[src/rtl/sr_display_receiver_if.sv]
// Frame output bus of the 7-segment serial receiver: held frame, valid/ready
// handshake, status flags and optional glyph decode.
interface sr_display_receiver_if #(
    parameter int NUM_7_SEG_DISPLAYS = 5
);
    logic [8*NUM_7_SEG_DISPLAYS-1:0] o_segments;
    logic                            o_valid;
    logic                            i_ready;
    logic                            o_frame_error;
    logic                            o_overrun;
    logic [4*NUM_7_SEG_DISPLAYS-1:0] o_digits;
    logic [NUM_7_SEG_DISPLAYS-1:0]   o_blank;
    logic [NUM_7_SEG_DISPLAYS-1:0]   o_minus;
    logic                            o_glyph_err;

    modport master (
        output o_segments, o_valid, o_frame_error, o_overrun,
        output o_digits, o_blank, o_minus, o_glyph_err,
        input  i_ready
    );

    modport slave (
        input  o_segments, o_valid, o_frame_error, o_overrun,
        input  o_digits, o_blank, o_minus, o_glyph_err,
        output i_ready
    );
endinterface

[src/rtl/sr_display_receiver.sv]
// Oversampling receiver for the data/shift-clock/latch 7-segment stream.
// Glyph decode outputs are built only when SR_RX_SEG_DECODE_EN is defined.
module sr_display_receiver #(
    parameter int NUM_7_SEG_DISPLAYS = 5,
    parameter int SYNC_STAGES        = 2
) (
    input  logic                 clk,
    input  logic                 rst_n,
    input  logic                 i_sr_data,
    input  logic                 i_sr_clk,
    input  logic                 i_sr_latch,
    sr_display_receiver_if.master bus
);
    localparam int N          = NUM_7_SEG_DISPLAYS;
    localparam int FRAME_BITS = 8 * N;
    localparam int CNT_W      = $clog2(FRAME_BITS + 2);
    localparam logic [CNT_W-1:0] CNT_FRAME = CNT_W'(FRAME_BITS);
    localparam logic [CNT_W-1:0] CNT_SAT   = CNT_W'(FRAME_BITS + 1);

    logic [2:0]             line_in;
    logic [2:0]             sync_out;
    logic [SYNC_STAGES-1:0] prime_reg;
    logic                   primed;
    logic [1:0]             hist_reg;
    logic [1:0]             rise;
    logic                   clk_rise_reg;
    logic                   latch_rise_reg;
    logic                   data_reg;

    logic [FRAME_BITS-1:0]  shift_reg;
    logic [FRAME_BITS-1:0]  shift_next;
    logic [CNT_W-1:0]       bit_cnt_reg;
    logic [CNT_W-1:0]       cnt_next;
    logic [FRAME_BITS-1:0]  segments_reg;
    logic                   valid_reg;
    logic                   frame_error_reg;
    logic                   overrun_reg;
    logic                   frame_ok;
    logic                   accept;

    assign line_in = {i_sr_latch, i_sr_clk, i_sr_data};

    generate
        for (genvar gi = 0; gi < 3; gi++) begin : g_sync
            logic [SYNC_STAGES-1:0] stages_reg;
            always_ff @(posedge clk) begin
                if (!rst_n) stages_reg <= '0;
                else        stages_reg <= {stages_reg[SYNC_STAGES-2:0], line_in[gi]};
            end
            assign sync_out[gi] = stages_reg[SYNC_STAGES-1];
        end
    endgenerate

    // History is frozen at 1 until the synchronizers hold real post-reset
    // samples, so a line already high at reset release never looks like a rise.
    always_ff @(posedge clk) begin
        if (!rst_n) begin
            prime_reg      <= '0;
            hist_reg       <= 2'b11;
            clk_rise_reg   <= 1'b0;
            latch_rise_reg <= 1'b0;
            data_reg       <= 1'b0;
        end else begin
            prime_reg      <= {prime_reg[SYNC_STAGES-2:0], 1'b1};
            if (primed) hist_reg <= sync_out[2:1];
            clk_rise_reg   <= rise[0];
            latch_rise_reg <= rise[1];
            data_reg       <= sync_out[0];
        end
    end

    assign primed = prime_reg[SYNC_STAGES-1];
    assign rise   = primed ? (sync_out[2:1] & ~hist_reg) : 2'b00;

    // A shift coinciding with the latch is folded in before the count is judged.
    assign shift_next = clk_rise_reg ? {shift_reg[FRAME_BITS-2:0], data_reg} : shift_reg;
    assign cnt_next   = (clk_rise_reg && bit_cnt_reg != CNT_SAT) ? bit_cnt_reg + 1'b1 : bit_cnt_reg;
    assign frame_ok   = latch_rise_reg && (cnt_next == CNT_FRAME);
    assign accept     = frame_ok && !valid_reg;

    always_ff @(posedge clk) begin
        if (!rst_n) begin
            shift_reg       <= '0;
            bit_cnt_reg     <= '0;
            segments_reg    <= '0;
            valid_reg       <= 1'b0;
            frame_error_reg <= 1'b0;
            overrun_reg     <= 1'b0;
        end else begin
            shift_reg       <= shift_next;
            bit_cnt_reg     <= latch_rise_reg ? '0 : cnt_next;
            frame_error_reg <= latch_rise_reg && !frame_ok;
            if (valid_reg && bus.i_ready) begin
                valid_reg   <= 1'b0;
                overrun_reg <= 1'b0;
            end
            // Judged against the pre-handshake valid, so a same-cycle
            // handshake still leaves the overrun flag set.
            if (accept) begin
                segments_reg <= shift_next;
                valid_reg    <= 1'b1;
            end else if (frame_ok) begin
                overrun_reg  <= 1'b1;
            end
        end
    end

    assign bus.o_segments    = segments_reg;
    assign bus.o_valid       = valid_reg;
    assign bus.o_frame_error = frame_error_reg;
    assign bus.o_overrun     = overrun_reg;

`ifdef SR_RX_SEG_DECODE_EN
    // Returns {not_a_glyph, minus, blank, nibble}; dp is not looked at.
    function automatic logic [6:0] decode_glyph(input logic [6:0] seg);
        logic [6:0] r;
        r = 7'h00;
        case (seg)
            7'h3F: r[3:0] = 4'h0;
            7'h06: r[3:0] = 4'h1;
            7'h5B: r[3:0] = 4'h2;
            7'h4F: r[3:0] = 4'h3;
            7'h66: r[3:0] = 4'h4;
            7'h6D: r[3:0] = 4'h5;
            7'h7D: r[3:0] = 4'h6;
            7'h07: r[3:0] = 4'h7;
            7'h7F: r[3:0] = 4'h8;
            7'h6F: r[3:0] = 4'h9;
            7'h77: r[3:0] = 4'hA;
            7'h7C: r[3:0] = 4'hB;
            7'h39: r[3:0] = 4'hC;
            7'h5E: r[3:0] = 4'hD;
            7'h79: r[3:0] = 4'hE;
            7'h71: r[3:0] = 4'hF;
            7'h00: r[4]   = 1'b1;
            7'h40: r[5]   = 1'b1;
            default: r[6] = 1'b1;
        endcase
        return r;
    endfunction

    logic [4*N-1:0] digits_next;
    logic [N-1:0]   blank_next;
    logic [N-1:0]   minus_next;
    logic [N-1:0]   err_next;
    logic [4*N-1:0] digits_reg;
    logic [N-1:0]   blank_reg;
    logic [N-1:0]   minus_reg;
    logic           glyph_err_reg;

    generate
        for (genvar gi = 0; gi < N; gi++) begin : g_dec
            logic [6:0] dec;
            assign dec                   = decode_glyph(shift_next[8*gi +: 7]);
            assign digits_next[4*gi +: 4] = dec[3:0];
            assign blank_next[gi]        = dec[4];
            assign minus_next[gi]        = dec[5];
            assign err_next[gi]          = dec[6];
        end
    endgenerate

    always_ff @(posedge clk) begin
        if (!rst_n) begin
            digits_reg    <= '0;
            blank_reg     <= '0;
            minus_reg     <= '0;
            glyph_err_reg <= 1'b0;
        end else if (accept) begin
            digits_reg    <= digits_next;
            blank_reg     <= blank_next;
            minus_reg     <= minus_next;
            glyph_err_reg <= |err_next;
        end
    end

    assign bus.o_digits    = digits_reg;
    assign bus.o_blank     = blank_reg;
    assign bus.o_minus     = minus_reg;
    assign bus.o_glyph_err = glyph_err_reg;
`else
    assign bus.o_digits    = '0;
    assign bus.o_blank     = '0;
    assign bus.o_minus     = '0;
    assign bus.o_glyph_err = 1'b0;
`endif
endmodule
[src/flat_wrapper.sv]
// flat-port wrapper written by rule: the top's interface ports become plain ports
module sr_display_receiver_flat 
#(
    parameter int NUM_7_SEG_DISPLAYS = 5,
    parameter int SYNC_STAGES        = 2
)
  (clk, rst_n, i_sr_data, i_sr_clk, i_sr_latch, bus_o_segments, bus_o_valid, bus_o_frame_error, bus_o_overrun, bus_o_digits, bus_o_blank, bus_o_minus, bus_o_glyph_err, bus_i_ready);
  sr_display_receiver_if #(.NUM_7_SEG_DISPLAYS(NUM_7_SEG_DISPLAYS)) bus_i ();
  input  logic clk;
  input  logic rst_n;
  input  logic i_sr_data;
  input  logic i_sr_clk;
  input  logic i_sr_latch;
  output wire logic [$bits(bus_i.o_segments)-1:0] bus_o_segments;
  output wire logic [$bits(bus_i.o_valid)-1:0] bus_o_valid;
  output wire logic [$bits(bus_i.o_frame_error)-1:0] bus_o_frame_error;
  output wire logic [$bits(bus_i.o_overrun)-1:0] bus_o_overrun;
  output wire logic [$bits(bus_i.o_digits)-1:0] bus_o_digits;
  output wire logic [$bits(bus_i.o_blank)-1:0] bus_o_blank;
  output wire logic [$bits(bus_i.o_minus)-1:0] bus_o_minus;
  output wire logic [$bits(bus_i.o_glyph_err)-1:0] bus_o_glyph_err;
  input wire logic [$bits(bus_i.i_ready)-1:0] bus_i_ready;
  assign bus_o_segments = bus_i.o_segments;
  assign bus_o_valid = bus_i.o_valid;
  assign bus_o_frame_error = bus_i.o_frame_error;
  assign bus_o_overrun = bus_i.o_overrun;
  assign bus_o_digits = bus_i.o_digits;
  assign bus_o_blank = bus_i.o_blank;
  assign bus_o_minus = bus_i.o_minus;
  assign bus_o_glyph_err = bus_i.o_glyph_err;
  assign bus_i.i_ready = bus_i_ready;
  sr_display_receiver #(.NUM_7_SEG_DISPLAYS(NUM_7_SEG_DISPLAYS), .SYNC_STAGES(SYNC_STAGES)) u_core (.clk(clk), .rst_n(rst_n), .i_sr_data(i_sr_data), .i_sr_clk(i_sr_clk), .i_sr_latch(i_sr_latch), .bus(bus_i));
endmodule
[config.mk]
export PLATFORM = sky130hd
export DESIGN_NAME = sr_display_receiver_flat
export DESIGN_NICKNAME = d
export VERILOG_FILES = /design/src/rtl/sr_display_receiver_if.sv /design/src/rtl/sr_display_receiver.sv /design/src/flat_wrapper.sv
export SDC_FILE = /design/constraint.sdc
export NUM_CORES = 1
export LEC_CHECK = 0
export ABC_AREA = 1
export CORE_ASPECT_RATIO = 1.2
export CORE_UTILIZATION = 45
export CTS_CLUSTER_DIAMETER = 30
export CTS_CLUSTER_SIZE = 28
export DETAILED_ROUTE_END_ITERATION = 7
export HOLD_SLACK_MARGIN = 0.05
export PLACE_DENSITY = 0.75
export SLEW_MARGIN = 25
export SYNTH_ARGS = -nofsm -noshare
export SYNTH_HDL_FRONTEND = slang
export SYNTH_SLANG_ARGS = --single-unit
[constraint.sdc]
create_clock -name clk -period 4.1 [get_ports clk]
set_input_delay 0.82 -clock clk [delete_from_list [all_inputs] [get_ports clk]]
set_output_delay 0.82 -clock clk [all_outputs]
set_load 0.05 [all_outputs]
==> results of run 1 <==
-- metrics by stage --
step | util, % | worst slack, ps | instance area (um2) | total power, mW
after floorplan | - | 2370 | 4320 | 1.13
after global placement | 50.1 | 1600 | 4550 | 1.12
after detailed placement | 50.1 | 1600 | 4550 | 1.12
after CTS | 52.5 | 1560 | 4770 | 1.80
after global routing | 52.5 | 1190 | 4770 | 1.85
final | 52.5 | 1570 | 4770 | 1.78
-- critical path, stage by stage (launching register included) --
cell and delay (ps):
dfxtp_2 690, nand4_1 190, xor2_1 300, nand3_1 170, nor2_4 690, nand4_1 190
nand2_1 110, nor2_1 40
-- cell type report --
type                       instances  area share, %
inverter                          25           1.99
tap                              120           3.15
multi-input combinational        350           36.9
timing repair buffer              51           10.4
sequential                       102           42.9
clock inverter                     6           1.94
clock buffer                      10           2.68
-- per-layer routing --
metal  wire length, um  vias to the layer above
li1                  -                     1633
met1              3330                     1437
met2              3620                       66
met3               223                        6
met4               101                        0
met5                 0                        -
-- synthesized netlist by cell type --
master / number
conb_1: 1
dfxtp_1: 102
nor3_1: 2
xor2_1: 1
buf_2: 6
o21ai_0: 4
nor4_1: 1
buf_4: 31
nor2_2: 4
nand2_2: 1
nand4_1: 41
o211ai_1: 1
nand3_2: 4
nor2_1: 125
mux2i_1: 36
ha_1: 2
clkbuf_1: 10
nand3_1: 10
buf_1: 9
buf_6: 8
inv_2: 1
a21oi_1: 5
inv_1: 23
clkinv_1: 1
nand3b_1: 1
nand2_1: 78
nor2_4: 3
-- report_power, final --
group / total, mW / internal, mW / leakage, nW / switching, mW
clock: 0.688 / 0.348 / 0.104 / 0.340
combinational: 0.0988 / 0.0122 / 0.916 / 0.0866
sequential: 0.998 / 0.995 / 0.824 / 0.00215
total: 1.78 / 1.36 / 1.84 / 0.429
-- worst max-delay path by stage --
stage	from	to	slack (ps)	cells past startpoint
after global placement	u_core.bit_cnt_reg[0]$_SDFF_PP0_	u_core.bus.o_segments[14]$_SDFFE_PN0P_	1600	12
after detailed placement	u_core.clk_rise_reg$_SDFF_PN0_	u_core.bus.o_segments[14]$_SDFFE_PN0P_	1600	7
final	u_core.clk_rise_reg$_SDFF_PN0_	u_core.bus.o_segments[16]$_SDFFE_PN0P_	1570	7
after floorplan	u_core.bit_cnt_reg[0]$_SDFF_PP0_	u_core.bus.o_segments[10]$_SDFFE_PN0P_	2370	13
after CTS	u_core.clk_rise_reg$_SDFF_PN0_	u_core.bus.o_segments[8]$_SDFFE_PN0P_	1560	7
after global routing	u_core.clk_rise_reg$_SDFF_PN0_	u_core.bus.o_segments[25]$_SDFFE_PN0P_	1190	8
-- cells by family after synthesis --
family / Yosys count / synth area share [%]
AOI/OAI and AO/OA: 10 / 1.25
xor gates and xnor gates: 1 / 0.208
adders and majority gates: 2 / 0.595
buffers and inverters: 89 / 12.3
DFF: 102 / 48.5
muxes: 36 / 8.56
other: 1 / 0.0891
and+or+nand+nor: 270 / 28.5
==> key figures, run 1 <==
Clocking
  • Number of post-CTS setup repair buffers: 0
  • Hold_buf cts: 0
  • CTS Buf Count: 9
  • Skew-Pair Late Insertion Delay: between 300 and 400 ps
  • Worst-path clk slew: 100 ps
  • Cts repair resizes: 0
  • CTS sink count: 102
  • Clock root cell: clkbuf_8
  • H-tree depth: 3
  • CTS tree: yes
  • Buffer depth of the longest clock path: 2

Min path
  • Worst Hold Depth: 2
  • Hold Crit Start: u_core.g_sync[0].stages_reg[1]$_SDFF_PN0_
  • Worst Hold End: u_core.data_reg$_SDFF_PN0_
  • Worst hold path class: reg -> reg

Timing
  • Max Transition Viols Final: 0
  • Max Clock Skew: about 14 ps
  • Setup violators final: 0
  • Min Tclk post-route: between 2000 and 3000 ps
  • Fin crit share: between 60 and 70%
  • Final hold vios: 0
  • Setup TNS after final layout: 0 ps
  • Max transition margin: roughly 40%
  • Actual slew at the worst max-slew pin: 899 ps
  • RSZ-0062 raised after global routing: no
  • Fmax: 396 MHz
  • Worst hold margin: 418 ps

Pwr
  • Pwr dens: 374 mW/mm2
  • Leak pwr: about 1.8 nW
  • Worst IR Drop VDD: roughly 0.00021 V

Die
  • Core Area: roughly 0.0091 mm2
  • Die span in x: 90.3 um
  • DIE HEIGHT: ~110 um
  • Die area: just under 0.01 mm2
  • Starting density of the core: 46.3%
  • Row count: 38
  • # IOs: 80

Setup path
  • R2R Path End: u_core.bus.o_segments[16]$_SDFFE_PN0P_
  • Startpoint class of the critical path: flip-flop
  • Max FO, Critical Path: 41
  • R2R Setup Slk: between 1500 and 2000 ps
  • R2R cell count: 7
  • Crit Path Category: reg -> reg
  • CP arrival: about 2800 ps
  • Worst endpoint required time: roughly 4400 ps
  • Crit. End Element: flip-flop
  • RR Startpoint: u_core.clk_rise_reg$_SDFF_PN0_

Global route
  • GR peak layer: met2
  • Grt met2 use: between 20% and 30%
  • Met3 track utilization from global routing: 3.23%
  • GRT overflow: 0
  • GR Util All Layers: between 15 and 20%
  • Largest net degree at the start of global routing: between 50 and 60
  • GR Util met1: 17.8%
  • Vias in the first global route: ~3.0k
  • First-pass GRT wire length: between 10,000 and 15,000 um
  • Initial antenna violation count: 0

Layout
  • Synthesis-to-finish area growth: 13.3%
  • Multi-input combinational cell area: 0.00176 mm2
  • Commonest non-fill, non-tap cell in the layout: nor2_1
  • Reg area: about 0.0020 mm2
  • Most frequent cells in the layout: 125 x nor2_1, 101 x dfxtp_1, 78 x nand2_1
  • N_diodes: 0
  • Nets: about 550
  • Share of cells above drive strength 1: about 6.4%
  • Layout Cells excl Fill: around 660
  • Layout fillers: around 900

Detailed routing
  • Initial DRC Count: 91
  • Post-route ant nets: 0
  • Vias/cell: about 4.7
  • Drt drc: 0
  • Drt wl/cell: about 11 um
  • Vias: 3,142
  • Drt total wl: around 7300 um
  • Drt first pass iters: 4

Synthesis
  • Area contributors post-synth: dfxtp_1 49%, nor2_1 11%, mux2i_1 8.6%
  • Synth cell types: 27
  • Post-synthesis sequential area ratio: roughly half
  • Mapped Area: 0.00421 mm2
  • Synth Area per Inst: between 8 and 9 um2
  • Post-synth top area cell: dfxtp_1
  • Yosys Warn Count: 0
  • Post-Synthesis Cells: 511
  • Register bit count reported by yosys: slightly above 100
  • Yosys top cell area share: just under 50%

Status
  • Status: completed

Run
  • Max-cap violations: 0

Place
  • Post-DP HPWL: between 4000 and 5000 um
  • Input/output buffers: 48
  • Placer Congestion: between 0.8 and 0.9
  • Placed Cells incl. Taps: 648
Power figures use the tool's default switching activity.
==> run 2, diff against run 1 <==
- clock period: 4.1 -> 2.43 ns (I/O delays scaled with it)
==> run 2 against run 1 <==
Effect of this change:
- clock skew shrank 7.5 ps
- worst hold slack is essentially flat
- first-iteration DRC count grew 25%
- die area is the same
- sequential cell count is the same
- critical path depth shrank 6
- clock-buffer cell count grew 1
- via count grew 4.7%
- combinational power grew 71%
- register-to-register slack lost 1300 ps
- critical path type is now reg -> out
- critical endpoint is now bus_o_valid
- highest routed layer unchanged
==> key figures, run 2 (synthesis gave the netlist of run 1 again) <==
Status
  • Status: completed

Clocking
  • Buffer depth of the longest clock path: 2 (unchanged)
  • Worst-path clk slew: 90 ps (about the same)
  • Skew-Pair Late Insertion Delay: 360 ps (about the same)
  • Cts repair resizes: 0 (unchanged)
  • Hold_buf cts: 0 (unchanged)
  • Number of post-CTS setup repair buffers: 0 (unchanged)
  • H-tree depth: 3 (unchanged)
  • CTS Buf Count: 9 (unchanged)
  • CTS sink count: 102 (unchanged)
  • CTS tree: yes
  • Clock root cell: clkbuf_8

Die
  • Core Area: 0.00908 mm2 (unchanged)
  • DIE HEIGHT: 108 um (unchanged)
  • Starting density of the core: 46.3% (unchanged)
  • Row count: 38 (unchanged)
  • Die span in x: 90.3 um (unchanged)
  • # IOs: 80 (unchanged)
  • Die area: 0.00974 mm2 (unchanged)

Global route
  • Vias in the first global route: 3,044 (+1.4%)
  • Initial antenna violation count: 0 (unchanged)
  • First-pass GRT wire length: 13,400 um (+4.5%)
  • Largest net degree at the start of global routing: 56 (unchanged)
  • GRT overflow: 0 (unchanged)
  • GR Util All Layers: 17.0% (+1.1 points)

Setup path
  • Crit. End Element: output port
  • Worst path top cell family by delay: buffers and inverters
  • Worst path bufs/invs: 1 (+1)
  • Crit Path Category: reg -> out
  • Max FO, Critical Path: 5 (-88%)
  • Slowest cell on crit path: clkdlybuf4s50_1
  • Worst endpoint required time: 1940 ps (-2410 ps)
  • RR Startpoint: u_core.bit_cnt_reg[0]$_SDFF_PP0_
  • Crit path from: u_core.bus.o_valid$_SDFFE_PN0P_
  • CP arrival: 1640 ps (-1140 ps)
  • Worst path cell trace: clkdlybuf4s50_1
  • Max incr delay on CP: 840 ps (+150 ps)
  • Startpoint class of the critical path: flip-flop

Layout
  • Most frequent cells in the layout: 125 x nor2_1, 101 x dfxtp_1, 78 x nand2_1
  • Synthesis-to-finish area growth: 15.4%
  • Commonest non-fill, non-tap cell in the layout: nor2_1
  • N_diodes: 0 (unchanged)
  • Layout fillers: 860 (-4.0%)
  • Nets: 555 (+1.5%)
  • Share of cells above drive strength 1: 7.43% (+0.99 points)
  • Layout Cells excl Fill: 672 (+1.2%)

Timing
  • RSZ-0062 raised after global routing: no
  • Max Clock Skew: 6.55 ps (-7.49 ps)
  • Final Worst Setup Slack: 304 ps (-1270 ps)
  • Max Transition Viols Final: 0 (unchanged)
  • Actual slew at the worst max-slew pin: 531 ps (-368 ps)
  • Setup TNS after final layout: 0 ps (unchanged)
  • Max transition margin: 64.6% (+25 points)
  • Fin crit share: between 80 and 90%
  • Final hold vios: 0 (unchanged)
  • Fmax: 470 MHz
  • Min Tclk post-route: 2130 ps
  • Setup violators final: 0 (unchanged)

Run
  • Max-cap violations: 0 (unchanged)

Pwr
  • Pwr dens: 621 mW/mm2 (+66%)
  • Clk network pwr share: 38.6% (about the same)
  • Reg power frac: 55.8% (about the same)
  • Internal: 2.31 mW (+70%)
  • Leak pwr: 1.89 nW (+2.2%)
  • Logic pwr share: 5.6% (about the same)
  • Sw Ratio: 23.4% (-0.58 points)
  • Worst IR Drop VDD: 0.000344 V (+64%)
  • NetSw: 0.707 mW (+65%)

Place
  • Placer Congestion: 0.836 (+2.4%)
  • Pre-CTS WS: 322 ps (-1280 ps)
  • Post-DP HPWL: 5240 um (+10%)
  • Placed Cells incl. Taps: 656 (+1.2%)
  • Input/output buffers: 48 (unchanged)

Detailed routing
  • Drt total wl: 7950 um (+9.3%)
  • Vias/cell: 4.89 (+3.4%)
  • Drt first pass iters: 4 (unchanged)
  • Post-route ant nets: 0 (unchanged)
  • Vias: 3,289 (+4.7%)
  • Drt wl/cell: 11.8 um (+8.0%)
  • Initial DRC Count: 114 (+25%)
  • Drt drc: 0 (unchanged)

Min path
  • Hold Crit Start: u_core.g_sync[2].stages_reg[0]$_SDFF_PN0_
  • Worst hold path class: reg -> reg
[run 2: layer usage]
| layer | up-vias | wire length [um] | global-route usage [%] |
|---|---|---|---|
| met4 | 0 | 144 | 10.8 |
| met5 | - | 0 | 0 |
| met3 | 11 | 323 | 1.90 |
| met2 | 88 | 4150 | 31.0 |
| li1 | 1657 | - | - |
| met1 | 1533 | 3330 | 18.9 |
[run 2: layout make-up]
| cell class | count | area [um2] | share of cell area [%] |
|---|---|---|---|
| Inverter | 25 | 93.8 | 1.93 |
| Clock inverter | 5 | 82.6 | 1.70 |
| Timing Repair Buffer | 59 | 583 | 12.0 |
| Sequential cell | 102 | 2040 | 42.1 |
| Multi-Input combinational cell | 350 | 1760 | 36.3 |
| Clock buffer | 11 | 141 | 2.91 |
| Tap cell | 120 | 150 | 3.09 |
[run 2: power by group through the flow]
stage	Sequential [mW]	Clock, mW	Combinational (mW)
2_1_floorplan	1.72	0	0.190
3_3_place_gp	1.72	0	0.167
3_5_place_dp	1.72	0	0.169
4_1_cts	1.68	1.20	0.169
5_1_grt	1.68	1.26	0.181
6_report	1.68	1.16	0.169
[run 2: per-stage QoR]
step / instance area [um2] / util (%) / total power, mW / hold slack (ps)
floorplan: 4320 / - / 1.91 / 390
global placement: 4630 / 51.0 / 1.89 / 392
detailed placement: 4630 / 51.0 / 1.89 / 401
CTS: 4850 / 53.5 / 3.05 / 422
global route: 4850 / 53.5 / 3.13 / 437
finish: 4850 / 53.5 / 3.02 / 418
[run 2: worst paths after layout]
| path | to | depth (start not counted) | slack, ps |
|---|---|---|---|
| hold reg to reg | u_core.g_sync[2].stages_reg[1]$_SDFF_PN0_ | 2 | 420 |
| setup / recovery | bus_o_valid | 1 | 300 |
| setup reg to reg | u_core.bus.o_segments[34]$_SDFFE_PN0P_ | 13 | 320 |
| hold / removal | u_core.g_sync[2].stages_reg[1]$_SDFF_PN0_ | 2 | 420 |
==> run 3, diff against run 2 <==
- CTS_BUF_LIST: unset -> sky130_fd_sc_hd__clkbuf_8
- CTS_CLUSTER_DIAMETER: 30 -> 80
==> run 3 against run 2 <==
Effect of this change:
- non-clock buffer count stayed put
- sequential power hardly changed
- global-route usage stayed put
- worst setup slack hardly changed
- clock skew hardly changed
- combinational power hardly changed
- first-iteration DRC count stayed put
- critical path depth stayed put
- critical endpoint unchanged
- largest cell class unchanged
- highest routed layer unchanged
==> key figures, run 3 (synthesis gave the netlist of run 1 again) <==
Pwr
  • Pwr dens: 621 mW/mm2 (-0.11%)
  • Internal: 2.31 mW (-0.18%)
  • Logic pwr share: 5.6% (about the same)
  • Clk network pwr share: 38.5% (about the same)
  • Sw Ratio: 23.5% (+0.049 points)
  • Leak pwr: 1.89 nW (+0.22%)
  • Reg power frac: 55.9% (about the same)
  • Worst IR Drop VDD: 0.000344 V (about the same)
  • NetSw: 0.707 mW (about the same)
  • Design Power: 3.01 mW (-0.11%)

Layout
  • Multi-input combinational cell area: 0.00176 mm2 (unchanged)
  • Synthesis-to-finish area growth: 15.4% (unchanged)
  • Nets: 555 (unchanged)
  • Layout fillers: 860 (unchanged)
  • Post-route cell area: 0.00485 mm2 (unchanged)
  • Most frequent cells in the layout: 125 x nor2_1, 101 x dfxtp_1, 78 x nand2_1
  • Commonest non-fill, non-tap cell in the layout: nor2_1
  • Share of cells above drive strength 1: 7.43% (unchanged)
  • N_diodes: 0 (unchanged)
  • Reg area: 0.00204 mm2 (unchanged)

Global route
  • Initial antenna violation count: 0 (unchanged)
  • First-pass GRT wire length: 13,400 um (unchanged)
  • GR Util All Layers: 17.0% (unchanged)
  • Largest net degree at the start of global routing: 56 (unchanged)
  • Vias in the first global route: 3,044 (unchanged)
  • GRT overflow: 0 (unchanged)

Setup path
  • Worst path bufs/invs: 1 (unchanged)
  • CP arrival: 1640 ps (about the same)
  • Max incr delay on CP: 840 ps (about the same)
  • Crit Path Category: reg -> out
  • Startpoint class of the critical path: flip-flop
  • Worst path cell trace: clkdlybuf4s50_1
  • Worst path top cell family by delay: buffers and inverters
  • Max FO, Critical Path: 5 (unchanged)
  • Worst endpoint required time: 1940 ps (about the same)
  • Slowest cell on crit path: clkdlybuf4s50_1
  • Crit. End Element: output port

Clocking
  • CTS tree: yes
  • Skew-Pair Late Insertion Delay: 360 ps (about the same)
  • Cts repair resizes: 0 (unchanged)
  • Hold_buf cts: 0 (unchanged)
  • Buffer depth of the longest clock path: 2 (unchanged)
  • H-tree depth: 3 (unchanged)
  • Worst-path clk slew: 90 ps (about the same)
  • CTS sink count: 102 (unchanged)
  • CTS Buf Count: 9 (unchanged)
  • Number of post-CTS setup repair buffers: 0 (unchanged)
  • Clock root cell: clkbuf_8

Timing
  • Worst hold margin: 418 ps (+0.0140 ps)
  • Fmax: 471 MHz (about the same)
  • RSZ-0062 raised after global routing: no
  • Setup TNS after final layout: 0 ps (unchanged)
  • Actual slew at the worst max-slew pin: 531 ps (-0.153 ps)
  • Fin crit share: 87.5% (about the same)
  • Max Clock Skew: 6.50 ps (-0.0518 ps)
  • Max transition margin: 64.6% (about the same)
  • Min Tclk post-route: 2130 ps (-0.381 ps)
  • Max Transition Viols Final: 0 (unchanged)
  • Setup violators final: 0 (unchanged)
  • Final hold vios: 0 (unchanged)

Detailed routing
  • Vias/cell: 4.88 (-0.27%)
  • Initial DRC Count: 114 (unchanged)
  • Drt total wl: 7970 um (+0.20%)
  • Post-route ant nets: 0 (unchanged)
  • Drt first pass iters: 4 (unchanged)
  • Drt wl/cell: 11.9 um (+0.20%)
  • Vias: 3,280 (-0.27%)
  • Drt drc: 0 (unchanged)

Die
  • # IOs: 80 (unchanged)
  • DIE HEIGHT: 108 um (unchanged)
  • Die span in x: 90.3 um (unchanged)
  • Starting density of the core: 46.3% (unchanged)
  • Die area: 0.00974 mm2 (unchanged)
  • Row count: 38 (unchanged)
  • Core Area: 0.00908 mm2 (unchanged)

Place
  • DP Area: 0.00463 mm2 (unchanged)
  • Post-DP HPWL: 5240 um (unchanged)
  • Placer Congestion: 0.836 (unchanged)
  • Input/output buffers: 48 (unchanged)

Run
  • Max-cap violations: 0 (unchanged)

Min path
  • Worst hold path class: reg -> reg

Status
  • Status: completed
## run 3: final timing paths
| path | startpoint | to | slack (ps) | depth (start not counted) |
|---|---|---|---|---|
| max | u_core.bus.o_valid$_SDFFE_PN0P_ | bus_o_valid | 300 | 1 |
| min | u_core.g_sync[2].stages_reg[0]$_SDFF_PN0_ | u_core.g_sync[2].stages_reg[1]$_SDFF_PN0_ | 420 | 2 |
| max reg2reg | u_core.bit_cnt_reg[0]$_SDFF_PP0_ | u_core.bus.o_segments[34]$_SDFFE_PN0P_ | 310 | 13 |
| min reg2reg | u_core.g_sync[2].stages_reg[0]$_SDFF_PN0_ | u_core.g_sync[2].stages_reg[1]$_SDFF_PN0_ | 420 | 2 |
## run 3: layout make-up
cell class	count	share of cell area, %
clock buffer	10	2.84
clock inverter	6	1.78
inverter	25	1.93
multi-input combinational	350	36.3
sequential	102	42.1
tap	120	3.09
timing repair buffer	59	12.0
## run 3: routing by layer
layer | wire length [um] | vias up | GRT usage (%)
met5 | 0 | - | 0
met4 | 117 | 0 | 10.8
met3 | 304 | 9 | 1.90
met2 | 4180 | 87 | 31.0
met1 | 3360 | 1527 | 18.9
li1 | - | 1657 | -
## run 3: metrics by stage
stage | util, % | setup WS, ps | cells
after global placement | 51.0 | 515 | 656
after detailed placement | 51.0 | 322 | 656
after CTS | 53.5 | 285 | 672
after floorplan | - | 703 | 541
after global routing | 53.5 | 96.4 | 672
final | 53.5 | 305 | 672
## run 3: power groups by stage
stage / clock (mW) / sequential, mW / combinational (mW)
floorplan: 0 / 1.72 / 0.190
CTS: 1.19 / 1.68 / 0.169
global placement: 0 / 1.72 / 0.167
detailed placement: 0 / 1.72 / 0.169
global route: 1.26 / 1.68 / 0.181
finish: 1.16 / 1.68 / 0.169
